`src/rtl/butterfly_result_serializer.sv`:
```
// butterfly_result_serializer
// Captures the four butterfly result words on the butterfly done pulse and
// streams them one byte at a time into a UART transmitter using a start/done
// handshake. Each word goes out LSB first, in the order out0_re, out0_im,
// out1_re, out1_im.
//
// Build option: define SERIALIZER_HEADER_EN to prefix every frame with
// HEADER_BYTE. Without it, a frame is exactly BYTE_COUNT data bytes.
//
// state       | meaning
// ------------+--------------------------------------------------------
// S_IDLE      | no frame in flight, waiting for i_valid
// S_START     | o_tx_start high for one cycle, o_tx_byte presented
// S_WAIT_DONE | waiting (unbounded) for the UART's i_tx_done
// S_FINISH    | o_frame_done pulse; a new i_valid here is accepted

module butterfly_result_serializer #(
  parameter int         WORD_SIZE   = 16,
  parameter logic [7:0] HEADER_BYTE = 8'hA5
) (
  input  logic                 i_clk,
  input  logic                 i_rst,
  input  logic                 i_valid,
  input  logic [WORD_SIZE-1:0] i_out0_re,
  input  logic [WORD_SIZE-1:0] i_out0_im,
  input  logic [WORD_SIZE-1:0] i_out1_re,
  input  logic [WORD_SIZE-1:0] i_out1_im,
  input  logic                 i_tx_done,
  output logic                 o_tx_start,
  output logic [7:0]           o_tx_byte,
  output logic                 o_busy,
  output logic                 o_frame_done,
  output logic                 o_overrun
);

  localparam int BYTE_COUNT = 4 * WORD_SIZE / 8;
`ifdef SERIALIZER_HEADER_EN
  localparam int HDR_LEN = 1;
`else
  localparam int HDR_LEN = 0;
`endif
  localparam int FRAME_LEN = BYTE_COUNT + HDR_LEN;
  localparam int IDX_W     = $clog2(FRAME_LEN);
  localparam int CAP_W     = 4 * WORD_SIZE;
  localparam logic [IDX_W-1:0] LAST_IDX = IDX_W'(FRAME_LEN - 1);

  typedef enum logic [1:0] {
    S_IDLE,
    S_START,
    S_WAIT_DONE,
    S_FINISH
  } state_t;

  state_t           state_q;
  logic [CAP_W-1:0] cap_q;
  logic [CAP_W-1:0] cap_d;
  logic [IDX_W-1:0] idx_q;
  logic [IDX_W-1:0] idx_d;
  logic [7:0]       tx_byte_q;
  logic [7:0]       byte_d;
  logic             tx_start_q;
  logic             busy_q;
  logic             frame_done_q;
  logic             overrun_q;
  logic             accept;

  // Frame position idx maps to the header (if enabled) or a captured data byte.
  // A constant-index mux keeps every select in range for any WORD_SIZE.
  function automatic logic [7:0] frame_byte(input logic [CAP_W-1:0] frame,
                                            input logic [IDX_W-1:0] idx);
    logic [7:0] b;
    b = 8'h00;
    if (HDR_LEN == 1 && idx == '0) begin
      b = HEADER_BYTE;
    end else begin
      for (int n = 0; n < BYTE_COUNT; n++) begin
        if (idx == IDX_W'(n + HDR_LEN)) b = frame[8*n +: 8];
      end
    end
    return b;
  endfunction

  // A new frame is only taken when nothing is in flight (IDLE or FINISH).
  assign accept = i_valid && (state_q == S_IDLE || state_q == S_FINISH);

  // Work out which frame/index the next START will present, so the byte can be
  // registered on the same edge that raises o_tx_start.
  always_comb begin
    cap_d  = accept ? {i_out1_im, i_out1_re, i_out0_im, i_out0_re} : cap_q;
    idx_d  = accept ? '0 : idx_q + IDX_W'(1);
    byte_d = frame_byte(cap_d, idx_d);
  end

  // Serializer FSM with all outputs registered.
  always_ff @(posedge i_clk or posedge i_rst) begin
    if (i_rst) begin
      state_q      <= S_IDLE;
      cap_q        <= '0;
      idx_q        <= '0;
      tx_byte_q    <= 8'h00;
      tx_start_q   <= 1'b0;
      busy_q       <= 1'b0;
      frame_done_q <= 1'b0;
      overrun_q    <= 1'b0;
    end else begin
      tx_start_q   <= 1'b0;
      frame_done_q <= 1'b0;
      case (state_q)
        S_IDLE, S_FINISH: begin
          if (accept) begin
            cap_q      <= cap_d;
            idx_q      <= idx_d;
            tx_byte_q  <= byte_d;
            tx_start_q <= 1'b1;
            busy_q     <= 1'b1;
            state_q    <= S_START;
          end else begin
            state_q    <= S_IDLE;
          end
        end
        S_START: begin
          // A done pulse here cannot belong to the byte just started; drop it.
          if (i_valid) overrun_q <= 1'b1;
          state_q <= S_WAIT_DONE;
        end
        S_WAIT_DONE: begin
          if (i_valid) overrun_q <= 1'b1;
          if (i_tx_done) begin
            if (idx_q == LAST_IDX) begin
              frame_done_q <= 1'b1;
              busy_q       <= 1'b0;
              state_q      <= S_FINISH;
            end else begin
              idx_q      <= idx_d;
              tx_byte_q  <= byte_d;
              tx_start_q <= 1'b1;
              state_q    <= S_START;
            end
          end
        end
        default: state_q <= S_IDLE;
      endcase
    end
  end

  assign o_tx_start   = tx_start_q;
  assign o_tx_byte    = tx_byte_q;
  assign o_busy       = busy_q;
  assign o_frame_done = frame_done_q;
  assign o_overrun    = overrun_q;

endmodule

```
`config.mk`:
```
export PLATFORM = sky130hd
export DESIGN_NAME = butterfly_result_serializer
export DESIGN_NICKNAME = d
export VERILOG_FILES = /design/src/rtl/butterfly_result_serializer.sv
export SDC_FILE = /design/constraint.sdc
export NUM_CORES = 1
export LEC_CHECK = 0
export ABC_AREA = 1
export CAP_MARGIN = 20
export CELL_PAD_IN_SITES_DETAIL_PLACEMENT = 1
export CELL_PAD_IN_SITES_GLOBAL_PLACEMENT = 1
export CORE_MARGIN = 4
export CORE_UTILIZATION = 40
export CTS_CLUSTER_SIZE = 16
export DETAILED_ROUTE_END_ITERATION = 10
export PLACE_DENSITY_LB_ADDON = 0.1
export REMOVE_ABC_BUFFERS = 1
export SETUP_SLACK_MARGIN = 0.3
export SYNTH_ARGS = -nofsm -noshare
export SYNTH_HDL_FRONTEND = slang
export SYNTH_SLANG_ARGS = --single-unit
```
`constraint.sdc`:
```
create_clock -name i_clk -period 4.5 [get_ports i_clk]
set_input_delay 0.675 -clock i_clk [delete_from_list [all_inputs] [get_ports i_clk]]
set_output_delay 0.675 -clock i_clk [all_outputs]
set_load 0.01 [all_outputs]
```
* Word-level counts from Yosys, hierarchy flattened
Index checks and enable logic that the tools add are counted.
** Cells by class
- Add/sub/neg operators :: 1
- Equal/unequal tests :: 15
- Multiplexer cells :: 33
- Reductions and logical operators :: 11
** Operators with widths (number)
- two-way mux 8 bit :: 11
- two-way mux 64 bit :: 1
- one-hot mux 8 bit (2 select lines) :: 1
- equality test 3 bit (second input constant) :: 5
- two-way mux 3 bit :: 4
- two-way mux 1 bit :: 10
- != test 2 bit (second input constant) :: 4
- AND reduction 4 bit :: 2
- equality test 3 x 2 -> 1 bit (second input constant) :: 2
- one-hot mux 2 bit (3 select lines) :: 1
- one-hot mux 3 bit (2 select lines) :: 1
- equality test 2 bit (second input constant) :: 2
- two-way mux 2 bit :: 2
- one-hot mux 1 bit (2 select lines) :: 2
- AND reduction 2 bit :: 2
- OR reduction 2 bit :: 2
- adder 3 x 1 -> 3 bit (second input constant) :: 1
- equality test 3 x 1 -> 1 bit (second input constant) :: 1
- zero test 3 bit :: 1
- equality test 2 x 1 -> 1 bit (second input constant) :: 1
- zero test 2 bit :: 1
- nonzero test 2 bit :: 1
- logical AND 1 bit :: 1
- logical OR 1 bit :: 1
** Storage, ports and cells
- Register bits :: 81
- Input bits :: 68
- Output and inout port bits :: 12
- Word-level logic and storage cells :: 68

* Logic depth before layout (Yosys ltp)
- Word-level depth :: 16
- Gate-level depth with buffers :: 14
- Gate-level depth less buffers :: 13

* Least setup slack after synthesis
Ideal clock, no wire load.
- Path type :: flip-flop to flip-flop
- Start point :: reg idx_q[0]
- End point :: reg tx_byte_q[7], in the netlist o_tx_byte[7]
- Library setup time :: 0.065 ns
- Arrival :: 1.794 ns
- Data required time :: 4.435 ns
- Path slack :: 2.641 ns
- Stages on the path, launching flop included :: 12
- Path buffers :: 0
- Period minus slack after synthesis :: 1.859 ns
- Cell sequence :: dfrtp_1 -> ha_1 -> ha_1 -> inv_1 -> nand4_1 -> nor2_1 -> nor2_1 -> nand3_1 -> nand2_1 -> nand4_1 -> nand2_1 -> nand2_1
** Between the ends
- Cells in the longest elaborated chain, start to end :: 14
- Elaborated cells between the ends (all ways) :: 25
- Those cells by class :: 1 x add/sub; 9 x eq/ne; 13 x mux; 2 x reduce/logical
** Ends and longest elaborated chain
- start, declared :: RTL line 57 : logic [IDX_W-1:0] idx_q;
- start signal, assigned :: RTL line 112 : idx_q <= idx_d;
- start signal, assigned :: RTL line 134 : idx_q <= idx_d;
- adder 3 x 1 -> 3 bit :: RTL line 90 : idx_d = accept ? '0 : idx_q + IDX_W'(1);
- two-way mux 3 bit :: RTL line 90
- zero test 3 bit :: RTL line 77 : if (idx == IDX_W'(n + HDR_LEN)) b = frame[8*n +: 8];
- two-way mux 8 bit (8 in a row) :: RTL line 77
- two-way mux 8 bit :: RTL line 129 : if (idx_q == LAST_IDX) begin
- two-way mux 8 bit :: RTL line 128 : if (i_tx_done) begin
- one-hot mux 8 bit (2 select lines) :: RTL line 108 : case (state_q)
- end signal, assigned :: RTL line 113 : tx_byte_q <= byte_d;
- end signal, assigned :: RTL line 135 : tx_byte_q <= byte_d;
- end, declared :: RTL line 59 : logic [7:0] tx_byte_q;
Several ways; a longest one is shown, not always the timed one. The select of a mux whose other input is x is not followed.
A chain may end at the register's enable or synchronous reset.

* Worst setup path in the final report
- Start point :: in i_valid
- End point :: reg tx_byte_q[4], in the netlist o_tx_byte[4]
** Between the ends
- Cells in the longest elaborated chain, start to end :: 14
- Elaborated cells between the ends (all ways) :: 25
- Those cells by class :: 8 x eq/ne; 14 x mux; 3 x reduce/logical
** Ends and longest elaborated chain
- start, declared :: RTL line 23 : input logic i_valid,
- logical AND 1 bit * :: RTL line 84 : assign accept = i_valid && (state_q == S_IDLE || state_q == S_FINISH);
- two-way mux 3 bit :: RTL line 90
- zero test 3 bit :: RTL line 77
- two-way mux 8 bit (8 in a row) :: RTL line 77
- two-way mux 8 bit :: RTL line 129
- two-way mux 8 bit :: RTL line 128
- one-hot mux 8 bit (2 select lines) :: RTL line 108
Every way passes the cells marked *; elsewhere a longest branch is shown, timed or not. The select of a mux whose other input is x is not followed.

==> flow_summary.yaml <==
sta:
  fin_tns_setup_ns: 0
  drv_slew: 0
  max-slew-margin-rel_pct: 42.7
  finalCritPeriodShare_pct: 58.7
  hold_viol: 0
  tightest_slew_ns: 0.859
  finalClockSkew_ns: 0.0146
  final-setup-viol-count: 0
  rsz0062_at_grt: "false"
  period_minus_slack_ns: 2.64
  clock.fmax_mhz: 378
  hold_slack_ns: 0.470
cts:
  clkSlewWorstSetupHoldPaths_ns: 0.09
  cts-root-buf: "clkbuf_8"
  cts_setup_buffers: 0
  clk_latency_ns: 0.36
  cts.path.max_buffers: 2
  cts_tree: "built"
  h-tree-depth: 3
  cts_resized: 0
  cts.sinks: 81
  cts.hold.buffers_added: 0
  cts_made_buffers: 9
floorplanning:
  rows: 35
  core_area_mm2: 0.00920
  io_pins: 80
  die_y_um: 105
  start_util_pct: 41.0
  chipWidth_um: 105
  dieArea_mm2: 0.0110
critical_path:
  slowest_delay_ns: 0.48
  crit_slowest_cell: "clkdlybuf4s50_1"
  worstPathCellList: "clkdlybuf4s50_1, nand2_2, inv_4, or2_2, o21ai_0, nor2_1, nor2_1, nand4_1, nand2_1, nand2_1"
  worstPathArrival_ns: 2.90
  crit_family: "simple AND/OR/NAND/NOR gates"
  r2r_cells: 11
  worstPathRequired_ns: 4.75
  path_buf_inv: 2
  cp_num_cells: 10
  endpoint_kind: "flop"
  worstSetupStartpointType: "input port"
  worstPathMaxFanout: 61
  crit_type: "input port to flop"
placed_design:
  gp_congestion: 0.769
  place_area_mm2: 0.00461
  dp_hpwl_mm: 6.97
  port_buffers: 79
power_and_ir_drop:
  p_comb_share_pct: 48.3
  cellLeakagePower_nw: 2.38
  p_sw_share_pct: 43.5
  p_sw_mw: 1.45
  powerDensity_mw_per_mm2: 696
  p_int_mw: 1.89
  clkPwrFrac_pct: 16.5
  p_seq_share_pct: 35.3
  ir_worst_vdd_mv: 0.264
synthesis:
  async_reset_ff_share_pct: 100
  synth-edff-count: 0
  ys.flop_type: "dfrtp_1"
  synth_top_area_share_pct: 53.7
  syn_inst: 476
  yosysSeqAreaShare_pct: 53.7
  syn-mean-instance-area_um2: 7.92
  ys_ff_latch: 81
  synth_area_leader_cell: "dfrtp_1"
  yosysMostFrequentCell: "nand2_1"
  synthTopCellsByCount: "220 x nand2_1, 81 x dfrtp_1, 39 x inv_1"
  yosys-top-cells-area: "dfrtp_1 54%, nand2_1 22%, inv_1 3.9%, nor2_1 3.7%, o21ai_0 2.1%"
  yosysUniqueCellTypes: 26
  syn_area_mm2: 0.00377
  synth_warnings: 0
finish:
  postLayoutCellArea_mm2: 0.00480
  antenna_cells: 0
  fillers: 1137
  syn2layout_area_growth_pct: 27.4
  seqCellArea_mm2: 0.00203
  nNetsFinal: 624
  multiInputGateArea_mm2: 0.00147
  drive_above_1_share_pct: 5.39
run_status:
  status: "completed"
grt:
  grt-ovfl-total: 0
  grt_use_total_pct: 19.4
  grt_pass1_wl_mm: 17.2
  grt_pass1_vias: 3463
  grt_max_degree: 62
  antenna_found_initial: 0
routing:
  drtIter0Drc: 118
  vias_per_cell: 4.93
  drtPass1Iterations: 4
  wl_per_cell_um: 14.9
  wl_mm: 9.95
  postRouteAntennaNets: 0
  vias: 3290
  drc: 0
worst_hold_path:
  min_path_cells: 1
  min_path_type: "flop to flop"
job:
  maxCapViolCount: 0
==> power by group through the flow <==
stage                     Combinational, mW  Clock (mW)  Sequential (mW)
final                                  1.61       0.550             1.18
after floorplan                        1.09           0             1.18
after CTS                              1.65       0.562             1.18
after global placement                 1.58           0             1.18
after detailed placement               1.64           0             1.19
after global routing                   1.87       0.594             1.22
==> placed cells by master (no fill, tap or decap), drive strengths merged <==
master,n
nor2,37
a21o,1
nand4,11
bufinv,1
clkdlybuf4s50,79
a21oi,3
nand3,12
a31oi,7
nor3,3
or2,14
clkbuf,12
inv,40
dfrtp,81
clkinvlp,3
buf,3
nand2,222
ha,4
o22ai,1
o21ai,22
clkinv,1
==> path summary, 6_finish.rpt <==
path                                         from                  endpoint  slack (ns)
hold reg to reg             o_overrun$_DFFE_PP0P_     o_overrun$_DFFE_PP0P_        0.47
setup / recovery                          i_valid  o_tx_byte[4]$_DFFE_PP0P_        1.86
min in group asynchronous                   i_rst     cap_q[45]$_DFFE_PP0P_        0.78
max in group asynchronous                   i_rst      cap_q[3]$_DFFE_PP0P_        2.75
setup reg to reg           state_q[0]$_DFFE_PP0P_  o_tx_byte[4]$_DFFE_PP0P_        1.86
hold / removal              o_overrun$_DFFE_PP0P_     o_overrun$_DFFE_PP0P_        0.47
==> cells by family (layout without fill, tap and decap cells) <==
logic type | after synthesis | count (layout) | synth area share [%]
compound gates | 34 | 34 | 4.94
fa+ha+maj | 4 | 4 | 1.33
simple gates | 299 | 299 | 32.6
flops | 81 | 81 | 53.7
buf+inv | 58 | 139 | 7.37
==> flip-flops by register name (all words and copies together) (netlist names) <==
name          count
cap_q            64
o_tx_byte         8
idx_q             3
state_q           2
o_busy            1
o_frame_done      1
o_overrun         1
o_tx_start        1
==> per-stage QoR <==
stage	power (mW)	setup WS, ns	utilization [%]	cells
floorplan	2.27	1.24	-	459
global placement	2.76	1.51	50.1	652
detailed placement	2.83	1.45	50.1	652
CTS	3.39	1.81	52.2	668
global route	3.68	1.62	52.2	668
finish	3.34	1.86	52.2	668
==> cell type report <==
cell class | instances | share of cell area, %
clock buffers | 12 | 3.02
clock inverters | 4 | 1.09
inverters | 41 | 3.28
multi-input cells | 337 | 30.6
flip-flops and latches | 81 | 42.2
well taps | 111 | 2.89
repair buffers | 82 | 16.9
==> routing by layer <==
layer	up-vias	share of wire (%)	track usage, %
met5	-	0	0
met3	14	4.4	3.52
met4	0	1.7	6.47
met1	1591	48	27.3
met2	66	46	30.2
li1	1619	-	-
Note: power is estimated with default switching activity, not from simulation.
